File: src/rtl/dtc_pkg.sv
// Shared opcodes, FSM state encoding and error-flag indices for the SPI/BRAM
// transfer controller.
package dtc_pkg;

    localparam logic [7:0] OpWrite  = 8'h01;
    localparam logic [7:0] OpRead   = 8'h02;
    localparam logic [7:0] OpStatus = 8'h03;

    // Encodings 6 and 7 are reserved and fall back to StIdle.
    typedef enum logic [2:0] {
        StIdle  = 3'd0,
        StHdr   = 3'd1,
        StCheck = 3'd2,
        StWrite = 3'd3,
        StRdPre = 3'd4,
        StRead  = 3'd5
    } state_e;

    localparam int unsigned ErrBadCmd   = 0;
    localparam int unsigned ErrBadSize  = 1;
    localparam int unsigned ErrBadRange = 2;
    localparam int unsigned ErrW        = 3;

    localparam int unsigned HdrBytes = 4;

endpackage

File: src/rtl/dtc_hdr_collector.sv
// Collects the 4-byte command header (MSB first) into two DIM_W fields.
// hdr_done is asserted combinationally with the byte that completes the header.
module dtc_hdr_collector
    import dtc_pkg::*;
#(
    parameter int unsigned DATA_W = 8,
    parameter int unsigned DIM_W  = 16
) (
    input  logic             clk,
    input  logic             rst,
    input  logic             clr,
    input  logic             byte_valid,
    input  logic [DATA_W-1:0] byte_in,
    output logic [DIM_W-1:0] field_a,
    output logic [DIM_W-1:0] field_b,
    output logic             hdr_done
);

    logic [2*DIM_W-1:0] shreg;
    logic [1:0]         cnt;

    always_ff @(posedge clk) begin
        if (rst || clr) begin
            shreg <= '0;
            cnt   <= '0;
        end else if (byte_valid) begin
            shreg <= {shreg[2*DIM_W-DATA_W-1:0], byte_in};
            cnt   <= cnt + 2'd1;
        end
    end

    assign hdr_done = byte_valid && (cnt == 2'(HdrBytes - 1));
    assign field_a  = shreg[2*DIM_W-1:DIM_W];
    assign field_b  = shreg[DIM_W-1:0];

endmodule

File: src/rtl/spi_bram_xfer_ctrl.sv
// Command decoder between the byte-level SPI slave and the image BRAM:
// image write, windowed read-back with one-cycle BRAM latency, and status query.
module spi_bram_xfer_ctrl
    import dtc_pkg::*;
#(
    parameter int unsigned DATA_W    = 8,
    parameter int unsigned ADDR_W    = 15,
    parameter int unsigned MEM_DEPTH = 19200,
    parameter int unsigned DIM_W     = 16
) (
    input  logic              clk,
    input  logic              rst,
    input  logic              frame_active,
    input  logic              byte_valid,
    input  logic [DATA_W-1:0] byte_in,
    output logic [DATA_W-1:0] tx_byte,
    output logic [ADDR_W-1:0] bram_addr,
    output logic              bram_we,
    output logic [DATA_W-1:0] bram_wdata,
    input  logic [DATA_W-1:0] bram_rdata,
    output logic [2:0]        state,
    output logic              busy,
    output logic              done,
    output logic [ErrW-1:0]   err
);

    localparam int unsigned CntW = $clog2(MEM_DEPTH + 1);
    localparam logic [2*DIM_W:0] DepthW = (2*DIM_W+1)'(MEM_DEPTH);

    state_e            cur_state;
    logic [CntW-1:0]   remaining;
    logic              rd_wait;
    logic              is_write;

    logic              hdr_valid;
    logic              hdr_done;
    logic [DIM_W-1:0]  field_a;
    logic [DIM_W-1:0]  field_b;

    logic [2*DIM_W-1:0] total;
    logic [2*DIM_W:0]   wide_total;
    logic [2*DIM_W:0]   sum_ab;
    logic               size_bad;
    logic               range_bad;
    logic [DATA_W-1:0]  status_byte;

    // Abort has priority, so a byte arriving as chip-select drops is not collected.
    assign hdr_valid = byte_valid && frame_active && (cur_state == StHdr);

    dtc_hdr_collector #(
        .DATA_W (DATA_W),
        .DIM_W  (DIM_W)
    ) u_hdr (
        .clk        (clk),
        .rst        (rst),
        .clr        (cur_state == StIdle),
        .byte_valid (hdr_valid),
        .byte_in    (byte_in),
        .field_a    (field_a),
        .field_b    (field_b),
        .hdr_done   (hdr_done)
    );

    assign total      = {{DIM_W{1'b0}}, field_a} * {{DIM_W{1'b0}}, field_b};
    assign wide_total = {1'b0, total};
    assign sum_ab     = {{(DIM_W+1){1'b0}}, field_a} + {{(DIM_W+1){1'b0}}, field_b};
    assign size_bad   = (total == '0) || (wide_total > DepthW);
    assign range_bad  = (field_b == '0) || (sum_ab > DepthW);

    always_comb begin
        status_byte = '0;
        status_byte[ErrW-1:0] = err;
        status_byte[7] = busy;
    end

    assign state = cur_state;
    assign busy  = (cur_state != StIdle);

    always_ff @(posedge clk) begin
        if (rst) begin
            cur_state  <= StIdle;
            remaining  <= '0;
            rd_wait    <= 1'b0;
            is_write   <= 1'b0;
            tx_byte    <= '0;
            bram_addr  <= '0;
            bram_we    <= 1'b0;
            bram_wdata <= '0;
            done       <= 1'b0;
            err        <= '0;
        end else begin
            bram_we <= 1'b0;
            done    <= 1'b0;
            // Address advances in the cycle after each write pulse.
            if (bram_we) begin
                bram_addr <= bram_addr + ADDR_W'(1);
            end

            if (cur_state != StIdle && !frame_active) begin
                cur_state <= StIdle;
                rd_wait   <= 1'b0;
            end else begin
                case (cur_state)
                    StIdle: begin
                        if (byte_valid) begin
                            if (byte_in == DATA_W'(OpWrite)) begin
                                is_write  <= 1'b1;
                                cur_state <= StHdr;
                            end else if (byte_in == DATA_W'(OpRead)) begin
                                is_write  <= 1'b0;
                                cur_state <= StHdr;
                            end else if (byte_in == DATA_W'(OpStatus)) begin
                                tx_byte <= status_byte;
                                err     <= '0;
                            end else begin
                                err[ErrBadCmd] <= 1'b1;
                            end
                        end
                    end
                    StHdr: begin
                        if (hdr_done) begin
                            cur_state <= StCheck;
                        end
                    end
                    StCheck: begin
                        if (is_write) begin
                            if (size_bad) begin
                                err[ErrBadSize] <= 1'b1;
                                cur_state       <= StIdle;
                            end else begin
                                remaining <= CntW'(total);
                                bram_addr <= '0;
                                cur_state <= StWrite;
                            end
                        end else begin
                            if (range_bad) begin
                                err[ErrBadRange] <= 1'b1;
                                cur_state        <= StIdle;
                            end else begin
                                remaining <= CntW'(field_b);
                                bram_addr <= ADDR_W'(field_a);
                                rd_wait   <= 1'b0;
                                cur_state <= StRdPre;
                            end
                        end
                    end
                    StWrite: begin
                        if (byte_valid) begin
                            bram_wdata <= byte_in;
                            bram_we    <= 1'b1;
                            remaining  <= remaining - CntW'(1);
                            if (remaining == CntW'(1)) begin
                                done      <= 1'b1;
                                cur_state <= StIdle;
                            end
                        end
                    end
                    StRdPre: begin
                        // First cycle lets the BRAM register the address.
                        if (!rd_wait) begin
                            rd_wait <= 1'b1;
                        end else begin
                            rd_wait   <= 1'b0;
                            tx_byte   <= bram_rdata;
                            cur_state <= StRead;
                        end
                    end
                    StRead: begin
                        if (byte_valid) begin
                            remaining <= remaining - CntW'(1);
                            if (remaining == CntW'(1)) begin
                                done      <= 1'b1;
                                cur_state <= StIdle;
                            end else begin
                                bram_addr <= bram_addr + ADDR_W'(1);
                                cur_state <= StRdPre;
                            end
                        end
                    end
                    default: begin
                        cur_state <= StIdle;
                    end
                endcase
            end
        end
    end

endmodule

File: config.mk
export PLATFORM = sky130hd
export DESIGN_NAME = spi_bram_xfer_ctrl
export DESIGN_NICKNAME = d
export VERILOG_FILES = /design/src/rtl/dtc_pkg.sv /design/src/rtl/dtc_hdr_collector.sv /design/src/rtl/spi_bram_xfer_ctrl.sv
export SDC_FILE = /design/constraint.sdc
export NUM_CORES = 1
export LEC_CHECK = 0
export CELL_PAD_IN_SITES_DETAIL_PLACEMENT = 2
export CELL_PAD_IN_SITES_GLOBAL_PLACEMENT = 2
export CORE_MARGIN = 5
export CORE_UTILIZATION = 35
export DETAILED_ROUTE_END_ITERATION = 16
export GPL_TIMING_DRIVEN = 1
export HOLD_SLACK_MARGIN = 0.05
export PLACE_DENSITY = 0.86
export SLEW_MARGIN = 5
export SYNTH_ARGS = -nofsm -noshare
export SYNTH_HDL_FRONTEND = slang
export SYNTH_SLANG_ARGS = --single-unit
File: constraint.sdc
create_clock -name clk -period 11.4 [get_ports clk]
set_clock_uncertainty 0.15 [all_clocks]
set_input_delay 2.85 -clock clk [delete_from_list [all_inputs] [get_ports clk]]
set_output_delay 2.85 -clock clk [all_outputs]
set_load 0.02 [all_outputs]
==> summary by stage, run 1 <==
Final layout
Counting the fill cells in the layout gives 4600. The net count reported at finish is 2085. The relative area change from synthesis to final layout is 9.22%. Summing all multi-input logic gate instances after layout gives ~11000 um2. The sequential cell area in the final layout is between 1500 and 2000 um2.

Cells with a size suffix above 1 make up 4.17% of the layout. The number of standard cells in the final layout excluding fillers is around 2300. Once layout is complete, the utilization of the core stands at 38.5%.

Power and ir drop
For this design the static power due to leakage is 6.30 nW. The net switching fraction of the power is 25.6%. The share of total power in combinational logic is 3.6%. Total power for the finished layout comes to 642 uW.

The analysis attributes to net switching a power of ~160 uW. The internal power of the cells is approximately 480 uW. The clock network is responsible for 47.3% of the overall power. In this run the power density over the cells is 41.0 nW/um2. In this run, flip-flops and latches consume 49.0% of the power. IR analysis of the VDD net gives a maximum drop of 0.0719 mV.

STA
Measured against its own limit, the worst slew margin works out to 7.93%. The final count of hold timing violations is 0. The actual transition at the worst max-transition pin is approximately 1.4 ns. Setup violations remaining at the end of the flow were counted as 0. After layout, the minimum clock period comes to 8.79 ns. In the final timing run, aggregate negative setup slack is 0 ns. The number of max-slew violations in the final report came to 0. The post-route fraction of the period consumed by the critical path is between 70 and 80%.

Setup repair after global routing left no endpoint under its margin. The setup slack of the critical path after layout is 2.61 ns. Timing would allow up to 114 MHz.

Worst setup path
The critical-path maximum fanout is 25. The depth of the most critical reg-to-reg path is 21. The most numerous cell type found on the critical path is sky130_fd_sc_hd__fa_1. For flop-to-flop paths, the worst setup slack is 2.61 ns.

The depth of the critical timing path with buffers and inverters included is 21. Following the worst setup path forward leads to its endpoint at remaining[10]$_SDFFE_PP0P_. Traced cell by cell, the critical path runs through ha_1 > inv_1 > fa_1 > fa_1 > fa_1 > fa_1 > fa_1 > inv_1 > fa_1 > ha_1 > a21oi_1 > o21ai_0 > a32oi_1 > o211ai_1 > a2111oi_0 > a31oi_1 > a2111oi_2 > and4_4 > o21ai_4 > or3_1 > a21oi_1.

The critical path contains buffers and inverters numbering 2 combined. For the worst setup path, the data arrival time is 8.93 ns. The critical path starts at u_hdr.shreg[9]$_SDFFE_PP0P_. In this run the critical register-to-register path is launched from u_hdr.shreg[9]$_SDFFE_PP0P_. The type of origin of the critical path is a flip-flop.

The critical path's slowest cell is sky130_fd_sc_hd__dfxtp_1. Data on the critical path is required at its endpoint by 11.55 ns. By startpoint and endpoint, the worst setup path is classified as flip-flop to flip-flop. STA classifies the critical path endpoint as a flip-flop. The kind of cell with the highest combined delay along the critical path is adder cells. In this design, the stage delay of the slowest critical-path cell is 0.95 ns.

In this run the critical register-to-register path is captured at remaining[10]$_SDFFE_PP0P_.

CTS
The clock insertion delay at the later pin of the skew report is 0.37 ns. The maximum clock insertion buffer count is 2. The number of clock sinks is 90. The number of CTS-inserted buffers is 9. Post-CTS repair changed the size of 0 cells. Once the clock tree was built, the setup fixing pass inserted 0 buffers.

The number of buffers inserted for hold repair after clock tree synthesis is 0. The count of H-tree levels built during CTS is 3. The CTS tree is done.

The clock transition at the registers of the reported paths is about 0.080 ns. CTS placed an instance of sky130_fd_sc_hd__clkbuf_16 at the clock tree root.

Logic synthesis
After synthesis, the largest family of logic cells by area is adder cells. The post-synthesis simple-gate area fraction is 20.7%. The average instance area after synthesis is between 8 and 9 um2.

The number of warning messages in the yosys log is 0. The post-synthesis mux area share is 1.92%. The largest total area in the synthesized netlist belongs to sky130_fd_sc_hd__fa_1.

After Yosys synthesis, XOR and XNOR cells account for 2.93% of the synthesized area. Synthesis produced a netlist whose cell count is approximately 1800. The synthesized design contains 0 enable-type register cells. The synthesized netlist occupies a cell area of 14400 um2.

Ranked by total cell area, the synthesized netlist is headed by sky130_fd_sc_hd__fa_1, sky130_fd_sc_hd__dfxtp_1, sky130_fd_sc_hd__ha_1, sky130_fd_sc_hd__nand2_1, sky130_fd_sc_hd__inv_1. Summing the areas of all fa, ha and maj instances in the mapped netlist gives roughly two fifths of the synthesized area. The number of different library cells used by synthesis comes to 81.

The share of flip-flops with an asynchronous set or reset is 0%. The most used flip-flop cell after synthesis is sky130_fd_sc_hd__dfxtp_1. The complex-gate fraction of the synthesized area is 15.4%.

The sequential fraction of the synthesis area is 12.6%. The synthesized flop and latch total is 90. The number of nets in the synthesized netlist is 2101.

The area share of the largest cell type after synthesis is 27.2%.

Die
60 I/O pins were placed. In this run the vertical extent of the chip is 213 um. The core region area is 40700 um2. The initial utilization of the core area, before any placement, comes to 35.2%. The row count is 74. The area of the die is around 45000 um2. The die width is 213 um.

Route
The detailed-routing wirelength on met1 is 23100 um. In this run the remaining antenna-violating nets after routing total 0. The highest metal layer used by the detailed router is met4. The met3 wirelength from detailed routing is between 3000 and 4000 um. Before antenna repair, the detailed router went through 7 iterations. After detailed routing, the total wire length is 60400 um.

In this run, the number of DRC markers left after iteration 0 of detailed routing was between 800 and 900. In the routed design, unresolved DRC markers number 0. The wire length on met2 is a little over 30000 um. The via density per instance is 5.85. The average wire length per cell after detail routing is ~26 um. The routed layout has 13400 vias.

Run status
The run finished with clean final reports.

Placement
The placer congestion estimate is 0.868. The number of placed instances with taps included is 2267. At the placement stage, the worst setup path has a slack of 2.76 ns. Once detailed placement completed, the half-perimeter wirelength came to 46600 um. The number of buffer cells added on primary ports is 59.

GRT
For this run the aggregate overflow at the end of global routing stands at 0. The via count of the first global-routing pass was 15500. The wire length of the first global-routing pass is 92900 um. Entering global routing, the biggest net connects 37 pins. The overall routing resource usage is 26.7%. The initial antenna violation count is 1.

Flow run
The max-capacitance violation count is 0.

Min path
The classification of the worst-slack hold path is flip-flop to flip-flop.
[worst min-delay path by stage]
| stage | start | end | cells after the start |
|---|---|---|---|
| after floorplan | u_hdr.cnt[1]$_SDFFE_PP0P_ | u_hdr.cnt[1]$_SDFFE_PP0P_ | 2 |
| after global placement | u_hdr.shreg[19]$_SDFFE_PP0P_ | u_hdr.shreg[27]$_SDFFE_PP0P_ | 2 |
| after detailed placement | u_hdr.shreg[19]$_SDFFE_PP0P_ | u_hdr.shreg[27]$_SDFFE_PP0P_ | 2 |
| after CTS | u_hdr.shreg[19]$_SDFFE_PP0P_ | u_hdr.shreg[27]$_SDFFE_PP0P_ | 2 |
| after global routing | u_hdr.shreg[19]$_SDFFE_PP0P_ | u_hdr.shreg[27]$_SDFFE_PP0P_ | 2 |
| final | u_hdr.shreg[19]$_SDFFE_PP0P_ | u_hdr.shreg[27]$_SDFFE_PP0P_ | 2 |
[per-stage QoR]
stage | cell area, um2 | hold WS [ns]
after floorplan | 14400 | 0.290
after global placement | 15400 | 0.292
after detailed placement | 15400 | 0.307
after CTS | 15700 | 0.317
after global routing | 15700 | 0.349
final | 15700 | 0.312
[state kept, by name, summed over array words and instances (netlist names)]
name	flops
bram_we	1
rd_wait	1
bram_addr	15
remaining	15
state	3
err	3
is_write	1
done	1
bram_wdata	8
u_hdr.cnt	2
tx_byte	8
u_hdr.shreg	32
[tightest hold or removal path, cell delays in order, from the launching register on]
cell and delay [ns]:
sky130_fd_sc_hd__dfxtp_1 0.31, sky130_fd_sc_hd__nand2_1 0.06, sky130_fd_sc_hd__a21oi_1 0.05
[cell families after synthesis]
logic type,count (synthesis)
adders and majority gates,319
buffers and inverters,322
DFF,90
xor gates and xnor gates,48
and+or+nand+nor,630
muxes,27
AOI/OAI and AO/OA,326
[cell type report]
class	instances	area share, %
antenna	1	0.0160
clock buffer	10	1.52
clock inverter	6	0.263
inverter	208	4.98
multi-input combinational	1350	72.4
sequential	90	11.5
tap	532	4.25
timing repair buffer	87	5.11
[power groups by stage]
stage | clock (mW) | sequential (mW) | combinational [mW]
2_1_floorplan | 0 | 0.323 | 0.00883
3_5_place_dp | 0 | 0.322 | 0.0226
4_1_cts | 0.308 | 0.315 | 0.0231
3_3_place_gp | 0 | 0.322 | 0.0218
6_report | 0.304 | 0.315 | 0.0234
5_1_grt | 0.318 | 0.315 | 0.0246
[layer usage]
layer | global-route usage [%] | up-vias
met5 | 0 | -
met4 | 13.9 | 0
met3 | 4.72 | 196
met2 | 47.0 | 463
met1 | 31.1 | 6916
li1 | - | 5783
[Yosys cell counts (all sizes together) (5+ instances only)]
cell / instances
xor2: 28
a21oi: 117
or3: 7
or2: 5
xnor2: 20
dfxtp: 90
a31oi: 13
and2: 100
o211ai: 8
a41oi: 5
a311oi: 5
a32oi: 5
a21o: 23
ha: 124
mux2i: 23
fa: 195
nor2b: 10
nand4: 18
o21bai: 13
nor4: 11
nand2b: 11
o21ai: 45
a2111oi: 6
and3: 20
a221o: 10
nand2: 301
a211oi: 15
a211o: 6
o21a: 8
o32ai: 7
o221ai: 5
nor3: 21
clkbuf: 103
nand3: 20
nor2: 86
inv: 207
buf: 11
[cells in the final DEF, fill, tap and decap left out, types with 5 or more instances in the layout]
master / n
sky130_fd_sc_hd__a32oi_1: 5
sky130_fd_sc_hd__clkdlybuf4s50_1: 59
sky130_fd_sc_hd__buf_4: 28
sky130_fd_sc_hd__mux2i_1: 23
sky130_fd_sc_hd__and3_1: 19
sky130_fd_sc_hd__inv_1: 207
sky130_fd_sc_hd__nor2_1: 86
sky130_fd_sc_hd__nor3_1: 21
sky130_fd_sc_hd__nor2b_1: 10
sky130_fd_sc_hd__or3_1: 7
sky130_fd_sc_hd__a211o_1: 6
sky130_fd_sc_hd__and2_1: 100
sky130_fd_sc_hd__nand2_1: 301
sky130_fd_sc_hd__fa_1: 195
sky130_fd_sc_hd__nand4_1: 18
sky130_fd_sc_hd__xor2_1: 28
sky130_fd_sc_hd__nor4_1: 9
sky130_fd_sc_hd__o21ai_0: 40
sky130_fd_sc_hd__o32ai_1: 7
sky130_fd_sc_hd__dfxtp_1: 90
sky130_fd_sc_hd__xnor2_1: 20
sky130_fd_sc_hd__a31oi_1: 13
sky130_fd_sc_hd__a41oi_1: 5
sky130_fd_sc_hd__nand3_1: 19
sky130_fd_sc_hd__a211oi_1: 15
sky130_fd_sc_hd__o211ai_1: 8
sky130_fd_sc_hd__clkbuf_16: 9
sky130_fd_sc_hd__a21oi_1: 116
sky130_fd_sc_hd__o21bai_1: 12
sky130_fd_sc_hd__nand2b_1: 11
sky130_fd_sc_hd__o21a_1: 8
sky130_fd_sc_hd__a311oi_1: 5
sky130_fd_sc_hd__ha_1: 124
sky130_fd_sc_hd__a221o_1: 10
sky130_fd_sc_hd__a21o_1: 23
Power figures use the tool's default switching activity.
==> inputs of run 2 (changes only) <==
==> constraint.sdc (replaced) <==
create_clock -name clk -period 8.8 [get_ports clk]
set_clock_uncertainty 0.15 [all_clocks]
set_input_delay 2.2 -clock clk [delete_from_list [all_inputs] [get_ports clk]]
set_output_delay 2.2 -clock clk [all_outputs]
set_load 0.02 [all_outputs]
==> run 2 against run 1 <==
Net effect:
- count of clock-buffer cells in the layout up 1
- utilization rose by 0.47 points
- via count increased by 2.1%
- combinational power is 33% higher
- fmax increased by 7.1%
- total power is 36% higher
- sequential cell count did not move
- sequential power grew 30%
- hold slack better by 0.012 ns
- sequential share of layout area fell by 0.14 points
- largest cell class unchanged
==> summary by stage, run 2 (synthesized netlist as in run 1, its figures left out) <==
Run status
The run finished with clean final reports.

Route
The via density per instance came to 5.92 (+1.2%). The wire length on met2 is 32100 um (+6.1%). The number of DRC markers in iteration 0 is 940 (+9.2%).

The number of iterations in the first detailed-routing pass was 5 (-2). The post-route DRC violation count is 0 (unchanged). The count of antenna-violating nets left after detailed routing is 0 (unchanged). The total via count after detailed routing is 13600 (+2.1%).

After detailed routing, no signal wire sits above met4. The met3 wirelength from detailed routing is 3390 um (+1.8%). The average wire length per cell after detail routing is 26.9 um (+1.9%). The aggregate routed wire length is 62100 um (+2.8%).

The detailed-routing wirelength on met1 is 23500 um (+1.7%).

STA
The total negative slack for setup checks is 0 ns (unchanged). Setup repair after global routing left no endpoint under its margin. The final hold slack is 0.324 ns (+0.0116 ns). The count of endpoints failing setup in the final report is 0 (unchanged). The setup slack of the critical path after layout is 0.594 ns (-2.02 ns). The number of max-slew violations in the final report came to 0 (unchanged). The final count of hold timing violations is 0 (unchanged).

The final critical delay including setup and external delays is 8.21 ns (-0.580 ns). The actual transition at the worst max-transition pin is 0.914 ns (-0.455 ns). The post-route fraction of the period consumed by the critical path is 93.3% (+16 points). The maximum achievable frequency was 122 MHz (+7.1%).

The worst-case headroom to the max-slew limit came to 38.6% (+31 points).

GRT
The overall routing resource usage is 27.4% (+0.65 points). The sum of overflow across all layers after global routing is 0 (unchanged). The wire length of the first global-routing pass came to 95000 um (+2.2%). The via count of the first global-routing pass was 15900 (+2.4%). The largest net degree at the start of global routing was 37 (unchanged). The initial antenna violation count is 1 (unchanged).

Placement
The placer congestion estimate is 0.894 (+3.1%). The post-detailed-placement half-perimeter wirelength is 48400 um (+4.0%). The number of buffer cells added on primary ports was 59 (unchanged). The worst setup timing slack at the placement stage is 0.775 ns (-1.99 ns).

Worst setup path
In this run the critical register-to-register path is launched from u_hdr.shreg[12]$_SDFFE_PP0P_. The arrival time of the worst setup path is 8.31 ns (-0.62 ns). The worst path buffer plus inverter count was 2 (unchanged). The most common cell type on the critical path is sky130_fd_sc_hd__fa_1. The critical-path maximum fanout is 14 (-44%). The kind of cell adding the most delay to the critical path is adder cells.

The setup path with the least slack is of type flip-flop to flip-flop. On the critical path, the stage with the largest delay is an instance of sky130_fd_sc_hd__dfxtp_1. The category of the worst setup path capture point is a flip-flop.

The endpoint of the worst-slack reg-to-reg timing path is bram_addr[0]$_SDFF_PP0_. The worst-case register-to-register setup slack is 0.59 ns (-2.02 ns). The depth of the most critical reg-to-reg path is 21 (unchanged). The maximum single-stage delay on the critical path was 0.90 ns (-0.05 ns). STA classifies the critical path startpoint as a flip-flop. Traced cell by cell, the critical path runs through nand2_1 > fa_1 > fa_1 > fa_1 > fa_1 > fa_1 > inv_1 > fa_1 > ha_1 > a21oi_1 > o21ai_0 > a32oi_1 > o211ai_1 > a2111oi_0 > a31oi_1 > a2111oi_2 > and4_4 > o41ai_2 > buf_4 > a211oi_1 > o21ai_1. The required time of the critical path is 8.90 ns (-2.65 ns).

Power and ir drop
The leakage power was 6.43 nW (+2.0%). The areal power density over the cells is 54.9 nW/um2 (+34%). The total design power is 872 uW (+36%). The worst supply voltage drop on vdd is 0.0902 mV (+25%).

Final layout
The flip-flop count of the largest register, all copies and words added is 32 (unchanged). The relative area change from synthesis to final layout is 10.5%. The net count reported at finish is 2104 (+0.91%). The sequential cell area in the final layout is 1800 um2 (unchanged). The largest registers in the layout are u_hdr.shreg (32), bram_addr (15), remaining (15). The area of the multi-input gates is 11400 um2 (+0.11%). The share of final-layout standard cells stronger than drive strength 1 was 5.14% (+0.97 points).

The commonest non-fill, non-tap cell in the layout is sky130_fd_sc_hd__nand2_1. The top cell types in the final layout, fill and taps aside, are sky130_fd_sc_hd__nand2_1, sky130_fd_sc_hd__inv_1, sky130_fd_sc_hd__fa_1. The final-layout fill cell count is 4631 (+0.67%).

The register with the most flip-flops is u_hdr.shreg.

Die
The die width came to 213 um (unchanged). The row count is 74 (unchanged). The die height was 213 um (unchanged). The core region area came to 40700 um2 (unchanged). The area of the die is 45200 um2 (unchanged). The starting density of the core was 35.2% (unchanged). The I/O pin count came to 60 (unchanged).

CTS
The quantity of gates resized following cts is 0 (unchanged). CTS placed an instance of sky130_fd_sc_hd__clkbuf_16 at the clock tree root. The number of CTS-inserted buffers is 9 (unchanged). The number of buffers inserted to repair setup after CTS is 0 (unchanged). The count of H-tree levels built during CTS is 3 (unchanged).

The CTS tree is done. The clock transition at the registers of the reported paths came to 0.07 ns (about the same). The number of buffers inserted for hold repair after clock tree synthesis is 0 (unchanged). The clock insertion delay at the later pin of the skew report is 0.37 ns (about the same). The maximum clock insertion buffer count was 2 (unchanged).

The number of clock sinks is 90 (unchanged).

Min path
The hold path endpoint is u_hdr.shreg[31]$_SDFFE_PP0P_. The worst hold path cell count is 2 (unchanged). The path class of the tightest hold or removal check is flip-flop to flip-flop.

The startpoint of the tightest hold check path is u_hdr.shreg[23]$_SDFFE_PP0P_.

Flow run
The max-capacitance violation count is 0 (unchanged).
-- run 2: cell type report --
| cell class | instances | share of cell area (%) |
|---|---|---|
| Tap cell | 532 | 4.19 |
| Inverter | 208 | 4.92 |
| Timing Repair Buffer | 106 | 5.94 |
| Sequential cell | 90 | 11.4 |
| Clock inverter | 5 | 0.378 |
| Multi-Input combinational cell | 1350 | 71.6 |
| Antenna cell | 2 | 0.0315 |
| Clock buffer | 11 | 1.59 |
-- run 2: worst max path at each step --
stage,start,endpoint,slack [ns],depth (start not counted)
2_1_floorplan,u_hdr.shreg[6]$_SDFFE_PP0P_,bram_addr[10]$_SDFF_PP0_,1.65,25
3_3_place_gp,u_hdr.shreg[11]$_SDFFE_PP0P_,remaining[10]$_SDFFE_PP0P_,1.00,21
3_5_place_dp,u_hdr.shreg[12]$_SDFFE_PP0P_,bram_addr[0]$_SDFF_PP0_,0.78,21
4_1_cts,u_hdr.shreg[25]$_SDFFE_PP0P_,bram_addr[0]$_SDFF_PP0_,0.67,22
5_1_grt,u_hdr.shreg[12]$_SDFFE_PP0P_,bram_addr[0]$_SDFF_PP0_,0.24,22
6_report,u_hdr.shreg[12]$_SDFFE_PP0P_,bram_addr[0]$_SDFF_PP0_,0.59,21
-- run 2: metal layers --
metal  vias up  track usage, %
li1       5817               -
met1      7112            32.1
met2       506            49.1
met3       197            4.49
met4         0            12.4
met5         -               0
-- run 2: worst register-to-register path, delay by kind of cell, from the launching register on --
kind / cells / cell delay (ns)
AND/OR/NAND/NOR: 2 / 0.61
adder cells (fa/ha/maj): 7 / 3.68
AO/OA/AOI/OAI: 10 / 2.48
buffers and inverters: 2 / 0.29
flip-flops: 1 / 0.90
-- run 2: metrics by stage --
step | utilization (%) | area, um2 | instances
6_report | 39.0 | 15900 | 2304
5_1_grt | 38.9 | 15900 | 2302
4_1_cts | 38.9 | 15800 | 2302
3_5_place_dp | 38.1 | 15500 | 2286
3_3_place_gp | 38.1 | 15500 | 2286
2_1_floorplan | - | 14400 | 1762
-- run 2: where the power goes --
part | total (mW) | internal (mW) | switching [mW]
clock | 0.432 | 0.238 | 0.194
sequential | 0.408 | 0.407 | 0.000668
combinational | 0.0312 | 0.0121 | 0.0191
